<file path="src/rtl/fu_result_buffer_pkg.sv">
// Shared out-of-order core types: datapath widths and the CDB packet broadcast by each
// functional unit.
package fu_result_buffer_pkg;

  localparam int unsigned XLEN          = 32;
  localparam int unsigned ROB_TAG_WIDTH = 5;

  typedef struct packed {
    logic [XLEN-1:0]          value;
    logic [ROB_TAG_WIDTH-1:0] tag;
    logic                     exception;
  } cdb_packet_t;

endpackage

</file>
<file path="src/rtl/fu_result_buffer_circular_fifo.sv">
// Small in-order circular FIFO with synchronous flush; occupancy is tracked by an explicit
// count so full and empty never depend on pointer equality.
module fu_result_buffer_circular_fifo #(
  parameter int unsigned Width = 8,
  parameter int unsigned Depth = 4
) (
  input  logic                       clk_i,
  input  logic                       rst_ni,
  input  logic                       flush_i,
  input  logic                       push_i,
  input  logic [Width-1:0]           data_i,
  input  logic                       pop_i,
  output logic [Width-1:0]           head_o,
  output logic                       full_o,
  output logic                       empty_o,
  output logic [$clog2(Depth+1)-1:0] count_o
);

  localparam int unsigned CntW = $clog2(Depth + 1);
  localparam int unsigned PtrW = $clog2(Depth);
  localparam logic [CntW-1:0] FullCount = CntW'(Depth);

  logic [Width-1:0] mem_q [Depth];
  logic [PtrW-1:0]  head_q, head_d, tail_q, tail_d;
  logic [CntW-1:0]  count_q, count_d;
  logic             push_ok, pop_ok;

  assign full_o  = (count_q == FullCount);
  assign empty_o = (count_q == '0);
  assign count_o = count_q;
  assign head_o  = mem_q[head_q];

  // Capacity is judged on registered state only: a full buffer refuses even if it pops.
  assign push_ok = push_i && !full_o;
  assign pop_ok  = pop_i && !empty_o;

  always_comb begin
    head_d  = head_q;
    tail_d  = tail_q;
    count_d = count_q;
    if (flush_i) begin
      head_d  = '0;
      tail_d  = '0;
      count_d = '0;
    end else begin
      if (push_ok) tail_d = tail_q + PtrW'(1);
      if (pop_ok)  head_d = head_q + PtrW'(1);
      if (push_ok && !pop_ok)      count_d = count_q + CntW'(1);
      else if (pop_ok && !push_ok) count_d = count_q - CntW'(1);
    end
  end

  always_ff @(posedge clk_i or negedge rst_ni) begin
    if (!rst_ni) begin
      head_q  <= '0;
      tail_q  <= '0;
      count_q <= '0;
    end else begin
      head_q  <= head_d;
      tail_q  <= tail_d;
      count_q <= count_d;
    end
  end

  always_ff @(posedge clk_i) begin
    if (push_ok && !flush_i) mem_q[tail_q] <= data_i;
  end

endmodule

</file>
<file path="src/rtl/fu_result_buffer.sv">
// Per-functional-unit completion buffer feeding the CDB arbiter: requests while non-empty,
// drives the head when granted, pops on a granted broadcast.
module fu_result_buffer
  import fu_result_buffer_pkg::*;
#(
  parameter int unsigned Xlen     = XLEN,
  parameter int unsigned TagWidth = ROB_TAG_WIDTH,
  parameter int unsigned Depth    = 4
) (
  input  logic                       clk_i,
  input  logic                       rst_ni,
  input  logic                       flush_i,
  input  logic                       in_valid_i,
  output logic                       in_ready_o,
  input  logic [Xlen-1:0]            in_value_i,
  input  logic [TagWidth-1:0]        in_tag_i,
  input  logic                       in_exception_i,
  output logic                       cdb_request_o,
  input  logic                       cdb_grant_i,
  output logic                       cdb_valid_o,
  output logic [Xlen-1:0]            cdb_value_o,
  output logic [TagWidth-1:0]        cdb_tag_o,
  output logic                       cdb_exception_o,
  output logic [$clog2(Depth+1)-1:0] count_o
);

  typedef struct packed {
    logic [Xlen-1:0]     value;
    logic [TagWidth-1:0] tag;
    logic                exception;
  } packet_t;

  packet_t in_pkt, head_pkt;
  logic    full, empty;

  assign in_pkt = '{value: in_value_i, tag: in_tag_i, exception: in_exception_i};

  fu_result_buffer_circular_fifo #(
    .Width ($bits(packet_t)),
    .Depth (Depth)
  ) u_fifo (
    .clk_i   (clk_i),
    .rst_ni  (rst_ni),
    .flush_i (flush_i),
    .push_i  (in_valid_i),
    .data_i  (in_pkt),
    .pop_i   (cdb_valid_o),
    .head_o  (head_pkt),
    .full_o  (full),
    .empty_o (empty),
    .count_o (count_o)
  );

  assign in_ready_o      = !full;
  assign cdb_request_o   = !empty;
  // A grant while empty is ignored, so it can never underflow the FIFO.
  assign cdb_valid_o     = cdb_grant_i && cdb_request_o;
  assign cdb_value_o     = head_pkt.value;
  assign cdb_tag_o       = head_pkt.tag;
  assign cdb_exception_o = head_pkt.exception;

endmodule

</file>
<file path="config.mk">
export PLATFORM = sky130hd
export DESIGN_NAME = fu_result_buffer
export DESIGN_NICKNAME = d
export VERILOG_FILES = /design/src/rtl/fu_result_buffer_pkg.sv /design/src/rtl/fu_result_buffer_circular_fifo.sv /design/src/rtl/fu_result_buffer.sv
export SDC_FILE = /design/constraint.sdc
export NUM_CORES = 1
export LEC_CHECK = 0
export ABC_CLOCK_PERIOD_IN_PS = 2100
export BUFFER_PORTS_ARGS = -buffer_cell sky130_fd_sc_hd__buf_2
export CORE_ASPECT_RATIO = 1.2
export CORE_MARGIN = 8
export CORE_UTILIZATION = 31
export CTS_BUF_LIST = sky130_fd_sc_hd__clkbuf_4 sky130_fd_sc_hd__clkbuf_8
export DETAILED_ROUTE_END_ITERATION = 10
export HOLD_SLACK_MARGIN = 0.06
export MAX_ROUTING_LAYER = met4
export PLACE_DENSITY_LB_ADDON = 0.05
export SETUP_SLACK_MARGIN = 0.15
export SKIP_CTS_REPAIR_TIMING = 1
export SLEW_MARGIN = 20
export SYNTH_ARGS = -nofsm -noshare
export SYNTH_HDL_FRONTEND = slang
export SYNTH_SLANG_ARGS = --single-unit
</file>
<file path="constraint.sdc">
create_clock -name clk_i -period 2.1 [get_ports clk_i]
set_input_delay 0.315 -clock clk_i [delete_from_list [all_inputs] [get_ports clk_i]]
set_output_delay 0.315 -clock clk_i [all_outputs]
set_load 0.01 [all_outputs]
</file>
-- Word-level counts from Yosys, hierarchy flattened
Memory sizes are Yosys's and may differ from the RTL's.
Cells that the tools add are included.
- reduce and logical (&&, ||, !) cells: 15
- equality and inequality tests: 1
- muxes and demuxes: 9
- add/sub/neg operators: 4
- operator list (kind ; number):
    $mux 3 ; 3
    $mux 2 ; 4
    $logic_and 1x1->1 ; 6
    $logic_not 1->1 ; 5
    $add 2x1->2 const B ; 2
    $reduce_bool 2->1 ; 2
    $add 3x1->3 const B ; 1
    $eq 3x3->1 const B ; 1
    $logic_not 3->1 ; 1
    $reduce_bool 3->1 ; 1
    $sub 3x1->3 const B ; 1
    $mux 1 ; 2
- word-level logic and storage cells: 33
- memory bits (writable): 152
- memories: 1
- register bits after elaboration: 7
- output and inout bits: 44
- input bits: 43
- memories (memory ; words ; bits a word ; read ports ; clocked after memory_dff ; write ports ; line ; text):
    u_fifo.mem_q ; 4 ; 38 ; 1 ; 0 ; 1 ; fu_result_buffer_circular_fifo.sv:23 ; logic [Width-1:0] mem_q [Depth];

-- Logic depth before layout (Yosys ltp)
Gate-level depths: netlist of run 1.
- depth after elaboration: 8
- gate-level depth with buffers: 7
- gate-level depth less buffers: 6

-- By module
Synthesis of run 1 repeated with hierarchy kept, for this count alone.
- cell total of the unflattened synthesis: 263
- area, all modules: 6049.6 µm²
- by module, submodules not included (module ; times used ; area each (µm²) ; sequential area each (µm²) ; cells each):
    fu_result_buffer_circular_fifo ; 1 ; 6035.8 ; 4739.5 ; 260
    fu_result_buffer ; 1 ; 13.8 ; 0.0 ; 3

-- Least setup slack after synthesis of run 1
OpenSTA, ideal clock, no wires.
- path kind: register to register
- start: reg u_fifo.count_q[2] (netlist: u_fifo.count_o[2])
- end: mem u_fifo.mem_q[0][0] (netlist bit), enable pin
- setup time: 0.399 ns
- data arrival time: 1.928 ns
- buffers on the path: 1
- stages on the path, launching flop included: 5
- period minus slack after synthesis: 2.327 ns
- required time: 1.701 ns
- setup slack: -0.227 ns
- cell sequence: dfrtp_1 buf_2 nor3b_1 nor3_1 and2_1
- cells in the longest elaborated chain, start to end: 6
- ends and longest elaborated chain (what ; line ; text):
    start: declaration ; fu_result_buffer_circular_fifo.sv:25 ; logic [CntW-1:0] count_q, count_d;
    start signal: assignment ; fu_result_buffer_circular_fifo.sv:61 ; count_q <= count_d;
    $eq 3x3->1 ; fu_result_buffer_circular_fifo.sv:28 ; assign full_o = (count_q == FullCount);
    $logic_not 1->1 ; fu_result_buffer_circular_fifo.sv:34 ; assign push_ok = push_i && !full_o;
    $logic_and 1x1->1 ; fu_result_buffer_circular_fifo.sv:34 ;
    $logic_and 1x1->1 ; fu_result_buffer_circular_fifo.sv:66 ; if (push_ok && !flush_i) mem_q[tail_q] <= data_i;
    $mux 1 ; fu_result_buffer_circular_fifo.sv:66 ;
    $mux 1 (not written as such) ; fu_result_buffer_circular_fifo.sv:66 ;
    end: declaration ; fu_result_buffer_circular_fifo.sv:23 ;
Every way passes these cells.

-- Worst setup path in the final report of run 1
- start: reg u_fifo.head_q[0]
- end: out cdb_tag_o[3]
- cells in the longest elaborated chain, start to end: 1
- ends and longest elaborated chain (what ; line ; text):
    start: declaration ; fu_result_buffer_circular_fifo.sv:24 ; logic [PtrW-1:0] head_q, head_d, tail_q, tail_d;
    start signal: assignment ; fu_result_buffer_circular_fifo.sv:55 ; head_q <= '0;
    start signal: assignment ; fu_result_buffer_circular_fifo.sv:59 ; head_q <= head_d;
    $mem_v2 4x38 ; - ;
    end: declaration ; fu_result_buffer.sv:22 ; output logic [TagWidth-1:0] cdb_tag_o,
Every way passes these cells.

==> flow_summary_export.csv, run 1 <==
group,metric,value,unit
floorplanning,start_util,0.312,
critical_path,r2r_slack,0.21,ns
placement,io_buffers,86,
clocking,cts_max_level,4,
cells_and_area,design_area,7730,um2
logic_synthesis,yosysSeqAreaShare,0.785,
logic_synthesis,syn-cell-area,6040,um2
floorplanning,die-area,24200,um2
drt,via_per_inst,4.45,
global_route,antenna_found_initial,1,
logic_synthesis,dominantRegCellSynth,"edfxtp_1",
logic_synthesis,synthMuxAreaShare,0.149,
placement,dpl_cell_area,6960,um2
drt,drc,0,
floorplanning,fp.coreArea,19300,um2
critical_path,crit_path_max_incr_delay,0.51,ns
global_route,overflow,0,
floorplanning,fp.dieW,143,um
drt,vias,2937,
placement,dp_hpwl,7620,um
timing,slew_headroom,0.736,
global_route,grt_pass1_wl,18700,um
logic_synthesis,post_synth.cell_area_avg,23.2,um2
critical_path,worstSetupPathType,"reg2out",
logic_synthesis,synth_top_family_by_area,"multiplexers",
timing,period_share,1.02,
timing,grt_setup_unrepaired,"true",
critical_path,critPathLaunchType,"register",
clocking,cts.path.max_buffers,2,
drt,dr.pass1.iters,4,
flow_run,maxCapViolCount,0,
global_route,grt_pass1_vias,3187,
timing,whs,0.0937,ns
worst_hold_path,holdCritStartpoint,"in_value_i[17]",
logic_synthesis,yosysTopAreaCell,"edfxtp_1",
timing,min_period,2.14,ns
clocking,cts_buffers,17,
logic_synthesis,async_flop_share,0.0440,
pwr,leakage,2.62,nW
critical_path,required,1.78,ns
cells_and_area,nets,434,
timing,fmax,467,MHz
logic_synthesis,synth_cell_types,32,
timing,worst_slack,-0.0432,ns
worst_hold_path,hp-class,"in2reg",
worst_hold_path,holdPathEnd,"u_fifo.mem_q[3][23]$_DFFE_PP_",
logic_synthesis,synth_compound_area_frac,0.0149,
critical_path,r2r_end,"u_fifo.count_o[2]$_DFFE_PN0P_",
logic_synthesis,synth_adder_area_share,0.0116,
clocking,cts_tree,"done",
timing,skew,0.00820,ns
clocking,insertion_delay,0.43,ns
clocking,clock_sinks,159,
floorplanning,rows,56,
global_route,track_usage,0.110,
critical_path,crit_path_end_kind,"primary output",
logic_synthesis,yosysWarningCount,0,
logic_synthesis,synth_edf_count,152,
cells_and_area,utilization,0.400,
logic_synthesis,synth-seq-cells,159,
timing,finalSetupViolCount,32,
logic_synthesis,synth.most_common_cell,"edfxtp_1",
global_route,grt_max_degree,40,
drt,ant_nets,0,
critical_path,path_cells,"buf_8, clkbuf_16, mux4_2, buf_6",
placement,place_inst,607,
critical_path,r2r-start,"u_fifo.count_o[1]$_DFFE_PN0P_",
clocking,cts_root_buffer,"clkbuf_8",
pwr,power_density,1070,nW/um2
cells_and_area,drive_gt1_frac,0.490,
status,violations,"negative setup slack",
status,status,"finished, violations left",
critical_path,crit_arrival,1.83,ns
logic_synthesis,synth_nets,308,
logic_synthesis,synth_commonest_cells,"edfxtp_1 (152), mux4_2 (38), nor2_1 (9)",
clocking,clk_pin_slew,0.08,ns
logic_synthesis,synth_xor_area_frac,0.00290,
critical_path,cp_max_fo,7,
drt,wl_per_cell,19.3,um
timing,hold_viol,0,
placement,gp_congestion,0.709,
logic_synthesis,yosys.area_share.simple,0.0201,
pwr,vdd_ir_drop_max,0.000409,V
drt,drt_iter0_drc,76,
drt,drt_wl_total,12700,um
timing,maxSlewViolCount,0,
worst_hold_path,holdPathStages,1,
cells_and_area,layout.cells.non_filler,660,
critical_path,critPathTopFamily,"multiplexers",
logic_synthesis,synth_area_leaders,"edfxtp_1 (76%), mux4_2 (14%), dfrtp_1 (2.9%)",
critical_path,critPathBufInv,3,
critical_path,reg2regPathDepth,6,
floorplanning,die_y,169,um
cells_and_area,syn_to_final_growth,28.0,%
logic_synthesis,syn_inst,260,
critical_path,crit_slowest_cell,"mux4_2",
floorplanning,pin_count,87,
timing,tightestPinTransition,0.391,ns
logic_synthesis,yosysTopAreaCellShare,0.756,
==> stage by stage <==
step | setup slack, ns | power, W | setup TNS [ns]
after global routing | -0.133 | 0.00866 | -3.77
final | -0.0432 | 0.00825 | -0.614
after detailed placement | 0.0840 | 0.00568 | 0
after floorplan | 0.185 | 0.00497 | 0
after global placement | 0.139 | 0.00567 | 0
after CTS | -0.214 | 0.00795 | -5.73
==> worst max-delay path by stage <==
stage	from	endpoint	slack, ns	depth (start not counted)
final	u_fifo.head_q[0]$_DFFE_PN0P_	cdb_tag_o[3]	-0.04	4
after global routing	u_fifo.head_q[0]$_DFFE_PN0P_	cdb_value_o[15]	-0.13	4
after CTS	u_fifo.head_q[0]$_DFFE_PN0P_	cdb_value_o[3]	-0.21	3
after detailed placement	u_fifo.count_o[1]$_DFFE_PN0P_	u_fifo.count_o[2]$_DFFE_PN0P_	0.08	6
after global placement	u_fifo.count_o[1]$_DFFE_PN0P_	u_fifo.count_o[2]$_DFFE_PN0P_	0.14	6
after floorplan	u_fifo.count_o[2]$_DFFE_PN0P_	u_fifo.mem_q[0][0]$_DFFE_PP_	0.19	4
==> cell type report <==
cell class	count	area [um2]
fillers	1805	11600
flip-flops and latches	159	4750
multi-input cells	82	1220
repair buffers	120	1020
well taps	261	327
clock buffers	19	249
clock inverters	12	143
inverters	6	22.5
diodes	1	2.50
==> per-layer routing <==
metal	vias up	part of all wire	wire length (um)	track usage
met5	-	0	0	-
met4	0	0.015	186	0.0440
met3	12	0.042	533	0.0344
met2	63	0.51	6540	0.177
met1	1529	0.43	5450	0.125
li1	1333	-	-	-
==> power breakdown <==
part	switching [W]	total, W	internal [W]
logic	0.000996	0.00227	0.00127
clock network	0.00106	0.00224	0.00118
registers	0.0000856	0.00374	0.00366
==> state kept, by name (all words and copies together), names as in the netlist <==
register        flops
u_fifo.mem_q      152
u_fifo.count_o      3
u_fifo.head_q       2
u_fifo.tail_q       2
==> cell families (layout without fill, tap and decap cells) <==
kind of cell,count (synthesis),count (layout)
AOI/OAI and AO/OA,11,11
xor gates and xnor gates,2,2
adders and majority gates,5,5
buffers and inverters,19,157
DFF,159,159
muxes,42,42
other,0,1
and+or+nand+nor,22,22
==> layout by cell type (no fill, tap or decap), drive strengths merged, types with 2 or more instances in the layout <==
cell type	instances
nand3b	2
a21oi	2
clkinv	5
dlygate4sd3	7
mux2	2
buf	109
nand3	2
bufinv	3
dfrtp	7
clkbuf	22
edfxtp	152
inv	8
ha	4
mux2i	2
o21ai	2
and2	4
mux4	38
nor3	2
nor2	9
clkinvlp	2
Power figures use the tool's default switching activity.
==> run 2, diff against run 1 <==
BUFFER_PORTS_ARGS = -buffer_cell sky130_fd_sc_hd__buf_4   (was -buffer_cell sky130_fd_sc_hd__buf_2)
==> flow_summary_export.csv, run 2 (same netlist as run 1, synthesis figures left out) <==
group,metric,value,unit
floorplanning,die-area,24200,um2
critical_path,crit_arrival,1.87,ns
timing,maxSlewViolCount,0,
clocking,insertion_delay,0.43,ns
timing,worst_slack,-0.0876,ns
timing,tightestPinTransition,0.386,ns
clocking,cts_max_level,4,
global_route,overflow,0,
placement,place_inst,608,
cells_and_area,final_common_cell,"edfxtp_1",
drt,drt_iter0_drc,147,
global_route,grt_max_degree,39,
floorplanning,rows,56,
cells_and_area,largest_register_ffs,152,
status,violations,"negative setup slack",
cells_and_area,design_area,8240,um2
clocking,clk_pin_slew,0.08,ns
clocking,clock_sinks,159,
drt,vias,3073,
floorplanning,fp.dieW,143,um
clocking,cts_root_buffer,"clkbuf_8",
timing,hold_viol,0,
global_route,antenna_found_initial,0,
critical_path,crit_path_end_kind,"primary output",
drt,ant_nets,0,
critical_path,cp_max_fo,5,
flow_run,maxCapViolCount,0,
timing,finalSetupViolCount,30,
floorplanning,fp.coreArea,19300,um2
floorplanning,start_util,0.312,
timing,slew_headroom,0.739,
drt,dr.pass1.iters,4,
cells_and_area,final_cell_mix,"edfxtp_1 (152), buf_4 (70), dlygate4sd3_1 (39)",
cells_and_area,multi_input_area,1230,um2
cells_and_area,nets,469,
clocking,cts_buffers,17,
floorplanning,die_y,169,um
pwr,power_density,1040,nW/um2
timing,period_share,1.04,
timing,fmax,457,MHz
global_route,track_usage,0.113,
critical_path,critPathLaunchType,"register",
critical_path,worstSetupPathType,"reg2out",
pwr,vdd_ir_drop_max,0.000391,V
worst_hold_path,hp-class,"in2reg",
clocking,cts_tree,"done",
cells_and_area,regMostFlops,"u_fifo.mem_q",
cells_and_area,drive_gt1_frac,0.465,
timing,skew,0.00952,ns
placement,dpl_cell_area,7120,um2
global_route,grt_pass1_vias,3113,
drt,wl_per_cell,19.2,um
clocking,cts.path.max_buffers,2,
cells_and_area,syn_to_final_growth,36.5,%
timing,grt_setup_unrepaired,"true",
placement,io_buffers,86,
floorplanning,pin_count,87,
pwr,leakage,2.83,nW
timing,min_period,2.19,ns
status,status,"finished, violations left",
drt,drt_wl_total,13300,um
cells_and_area,layout.cells.non_filler,696,
cells_and_area,nFillCells,1758,
critical_path,required,1.78,ns
cells_and_area,ff_latch_area,4750,um2
drt,via_per_inst,4.42,
drt,drc,0,
placement,gp_congestion,0.704,
placement,dp_hpwl,7610,um
global_route,grt_pass1_wl,19100,um
==> run 2: cell types whose count changed in the layout (fill, tap and decap cells not counted), moves of 2 or more <==
cell           previous run  this run
buf_4                     9        70
clkinv_4                  0         3
clkinv_1                  4         2
buf_6                    21        36
dlygate4sd3_1             7        39
buf_2                    68         1
buf_12                   10         5
clkinv_2                  1         3
==> run 2: per-stage QoR <==
stage | setup TNS [ns] | util | hold WS [ns] | power, W | setup slack, ns
finish | -2.01 | 0.426 | 0.123 | 0.00853 | -0.0876
CTS | -5.36 | 0.388 | -0.358 | 0.00810 | -0.201
global placement | 0 | 0.368 | 0.145 | 0.00587 | 0.130
detailed placement | 0 | 0.368 | 0.142 | 0.00588 | 0.0890
global route | -4.61 | 0.426 | 0.0814 | 0.00899 | -0.163
floorplan | 0 | - | 0.0194 | 0.00497 | 0.185
==> run 2: cell type report <==
type	instances	area share
Timing Repair Buffer	155	0.186
Clock inverter	14	0.0172
Antenna cell	1	0.000304
Sequential cell	159	0.576
Multi-Input combinational cell	82	0.149
Inverter	6	0.00273
Tap cell	261	0.0396
Clock buffer	18	0.0293
==> run 2: where the power goes <==
group	switching, W	leakage [nW]	internal (W)	total, W
clock network	0.00112	0.192	0.00107	0.00218
registers	0.0000793	1.47	0.00365	0.00373
logic	0.00108	1.17	0.00153	0.00262
total	0.00228	2.83	0.00625	0.00853
==> run 2: critical path: stages (launching register included) <==
cell and delay (ns):
dfrtp_4 0.47, buf_12 0.14, clkbuf_16 0.16, mux4_2 0.52, buf_6 0.14
==> run 2: final timing paths <==
kind | startpoint | to | slack, ns | depth (start not counted)
max in group asynchronous | rst_ni | u_fifo.head_q[1]$_DFFE_PN0P_ | 1.73 | 2
max | u_fifo.head_q[0]$_DFFE_PN0P_ | cdb_value_o[26] | -0.09 | 4
min in group asynchronous | rst_ni | u_fifo.count_o[1]$_DFFE_PN0P_ | 0.22 | 2
max reg2reg | u_fifo.count_o[0]$_DFFE_PN0P_ | u_fifo.count_o[2]$_DFFE_PN0P_ | 0.14 | 6
min | flush_i | u_fifo.head_q[0]$_DFFE_PN0P_ | 0.12 | 2
min reg2reg | u_fifo.tail_q[0]$_DFFE_PN0P_ | u_fifo.tail_q[0]$_DFFE_PN0P_ | 0.61 | 2
==> run 2: routing by layer <==
layer	up-vias	global-route usage	wire, um
met3	13	0.0352	548
met1	1580	0.136	5960
met2	72	0.174	6650
met5	-	-	0
li1	1408	-	-
met4	0	0.0467	177
==> run 3, diff against run 2 <==
--- a/config.mk
+++ b/config.mk
@@ -7,2 +7,3 @@
 export LEC_CHECK = 0
+export ABC_AREA = 1
 export ABC_CLOCK_PERIOD_IN_PS = 2100
--- a/constraint.sdc
+++ b/constraint.sdc
@@ -3,2 +3,2 @@
 set_output_delay 0.315 -clock clk_i [all_outputs]
-set_load 0.01 [all_outputs]
+set_load 0.005 [all_outputs]
==> flow_summary_export.csv, run 3 <==
group,metric,value,unit
global_route,antenna_found_initial,0,
pwr,totalPowerFinal,0.00832,W
clocking,cts_max_level,4,
floorplanning,rows,56,
cells_and_area,design_area,8580,um2
logic_synthesis,dominantRegCellSynth,"edfxtp_1",
clocking,clk_pin_slew,0.08,ns
worst_hold_path,hp-class,"in2reg",
critical_path,cp_max_fo,19,
status,status,"completed",
pwr,leakage,3.11,nW
cells_and_area,largest_register_ffs,152,
logic_synthesis,synth_area_leaders,"edfxtp_1 (74%), o21ai_0 (6.0%), nor2_1 (5.1%)",
cells_and_area,syn_to_final_growth,40.0,%
floorplanning,die_y,170,um
logic_synthesis,synth.most_common_cell,"edfxtp_1",
drt,via_per_inst,4.69,
global_route,track_usage,0.127,
logic_synthesis,syn_inst,435,
drt,vias,4042,
cells_and_area,nets,637,
drt,ant_nets,0,
logic_synthesis,yosysSeqAreaShare,0.773,
clocking,cts_tree,"done",
pwr,power_density,969,nW/um2
floorplanning,start_util,0.315,
critical_path,crit_arrival,1.68,ns
logic_synthesis,yosysWarningCount,0,
cells_and_area,final_common_cell,"edfxtp_1",
timing,fin_setup_tns,0,ns
drt,wl_per_cell,19.6,um
timing,maxSlewViolCount,0,
pwr,clkPwrFrac,0.245,
timing,grt_setup_unrepaired,"true",
clocking,insertion_delay,0.44,ns
placement,dpl_cell_area,7220,um2
clocking,cts_buffers,17,
pwr,pwr-share-comb,0.303,
cells_and_area,multi_input_area,1390,um2
floorplanning,fp.dieW,144,um
drt,dr.pass1.iters,4,
logic_synthesis,synth_commonest_cells,"edfxtp_1 (152), nor2_1 (84), o21ai_0 (74)",
cells_and_area,final_cell_mix,"edfxtp_1 (152), buf_4 (93), nor2_1 (67)",
cells_and_area,regMostFlops,"u_fifo.mem_q",
pwr,vdd_ir_drop_max,0.000529,V
pwr,pwr-share-seq,0.452,
logic_synthesis,synth-seq-cells,159,
global_route,grt_max_degree,78,
timing,min_period,1.99,ns
logic_synthesis,synth_edf_count,152,
floorplanning,die-area,24600,um2
floorplanning,fp.coreArea,19500,um2
critical_path,worstSetupPathType,"reg2out",
pwr,swShare,0.298,
timing,skew,0.0138,ns
logic_synthesis,async_flop_share,0.0440,
timing,slew_headroom,0.748,
placement,gp_congestion,0.704,
global_route,overflow,0,
critical_path,critPathLaunchType,"register",
drt,drt_iter0_drc,293,
timing,whs,0.105,ns
timing,tightestPinTransition,0.377,ns
pwr,power.internal,0.00584,W
timing,period_share,0.948,
logic_synthesis,syn-cell-area,6130,um2
cells_and_area,drive_gt1_frac,0.357,
pwr,p_sw,0.00248,W
critical_path,required,1.78,ns
placement,dp_hpwl,8650,um
placement,io_buffers,86,
logic_synthesis,synth_nets,483,
timing,fmax,502,MHz
timing,finalSetupViolCount,0,
clocking,clock_sinks,159,
cells_and_area,nFillCells,1830,
flow_run,maxCapViolCount,0,
global_route,grt_pass1_wl,22500,um
drt,drt_wl_total,16900,um
global_route,grt_pass1_vias,3924,
drt,drc,0,
floorplanning,pin_count,87,
logic_synthesis,synth_cell_types,26,
cells_and_area,diodes,0,
clocking,cts_root_buffer,"clkbuf_8",
critical_path,crit_path_end_kind,"primary output",
logic_synthesis,yosysTopAreaCellShare,0.744,
timing,hold_viol,0,
clocking,cts.path.max_buffers,2,
cells_and_area,utilization,0.441,
logic_synthesis,post_synth.cell_area_avg,14.1,um2
cells_and_area,ff_latch_area,4740,um2
logic_synthesis,yosysTopAreaCell,"edfxtp_1",
run 3: cells by family (layout without fill, tap and decap cells):
family / Yosys count / after routing / share of synthesized area
buffers and inverters: 41 / 206 / 0.0335
AOI/OAI and AO/OA: 118 / 118 / 0.106
adders and majority gates: 5 / 5 / 0.0114
DFF: 159 / 159 / 0.773
xor gates and xnor gates: 1 / 1 / 0.00143
and+or+nand+nor: 111 / 111 / 0.0749
run 3: area by class of cell:
type	count	share of cell area
tap	261	0.0380
clock buffer	19	0.0290
timing repair inverter	1	0.00189
clock inverter	11	0.0109
sequential	159	0.553
inverter	16	0.0103
multi-input combinational	235	0.162
timing repair buffer	159	0.195
run 3: path summary, 6_finish.rpt:
kind	slack [ns]	endpoint	start	depth (start not counted)
min reg2reg	0.61	u_fifo.count_o[0]$_DFFE_PN0P_	u_fifo.count_o[0]$_DFFE_PN0P_	3
min in group asynchronous	0.22	u_fifo.count_o[1]$_DFFE_PN0P_	rst_ni	2
max reg2reg	0.30	u_fifo.count_o[2]$_DFFE_PN0P_	u_fifo.count_o[0]$_DFFE_PN0P_	12
max in group asynchronous	1.74	u_fifo.head_q[0]$_DFFE_PN0P_	rst_ni	2
min	0.10	u_fifo.mem_q[3][25]$_DFFE_PP_	in_value_i[19]	1
max	0.11	cdb_value_o[19]	u_fifo.head_q[0]$_DFFE_PN0P_	5
run 3: metal layers:
metal / GRT usage / up-vias / wire (um)
li1: - / 1924 / -
met4: 0.0394 / 0 / 157
met2: 0.201 / 79 / 8310
met3: 0.0348 / 10 / 713
met1: 0.157 / 2029 / 7700
met5: - / - / 0
run 3: power groups by stage:
stage	clock [W]	sequential [W]	combinational, W
finish	0.00204	0.00376	0.00252
global route	0.00223	0.00377	0.00276
floorplan	0	0.00381	0.000916
global placement	0	0.00381	0.00185
CTS	0.00211	0.00374	0.00186
detailed placement	0	0.00382	0.00186
run 3: through the flow:
step	cells	worst slack [ns]
after floorplan	435	-0.181
after global placement	772	0.276
after detailed placement	772	0.229
after CTS	802	-0.146
after global routing	861	0.0274
final	861	0.108
run 3: worst max-delay path, stage by stage, from the launching register on:
cell       delay (ns)
dfrtp_2          0.43
buf_4            0.17
clkbuf_16        0.21
o21ai_2          0.16
o22ai_2          0.11
buf_4            0.15
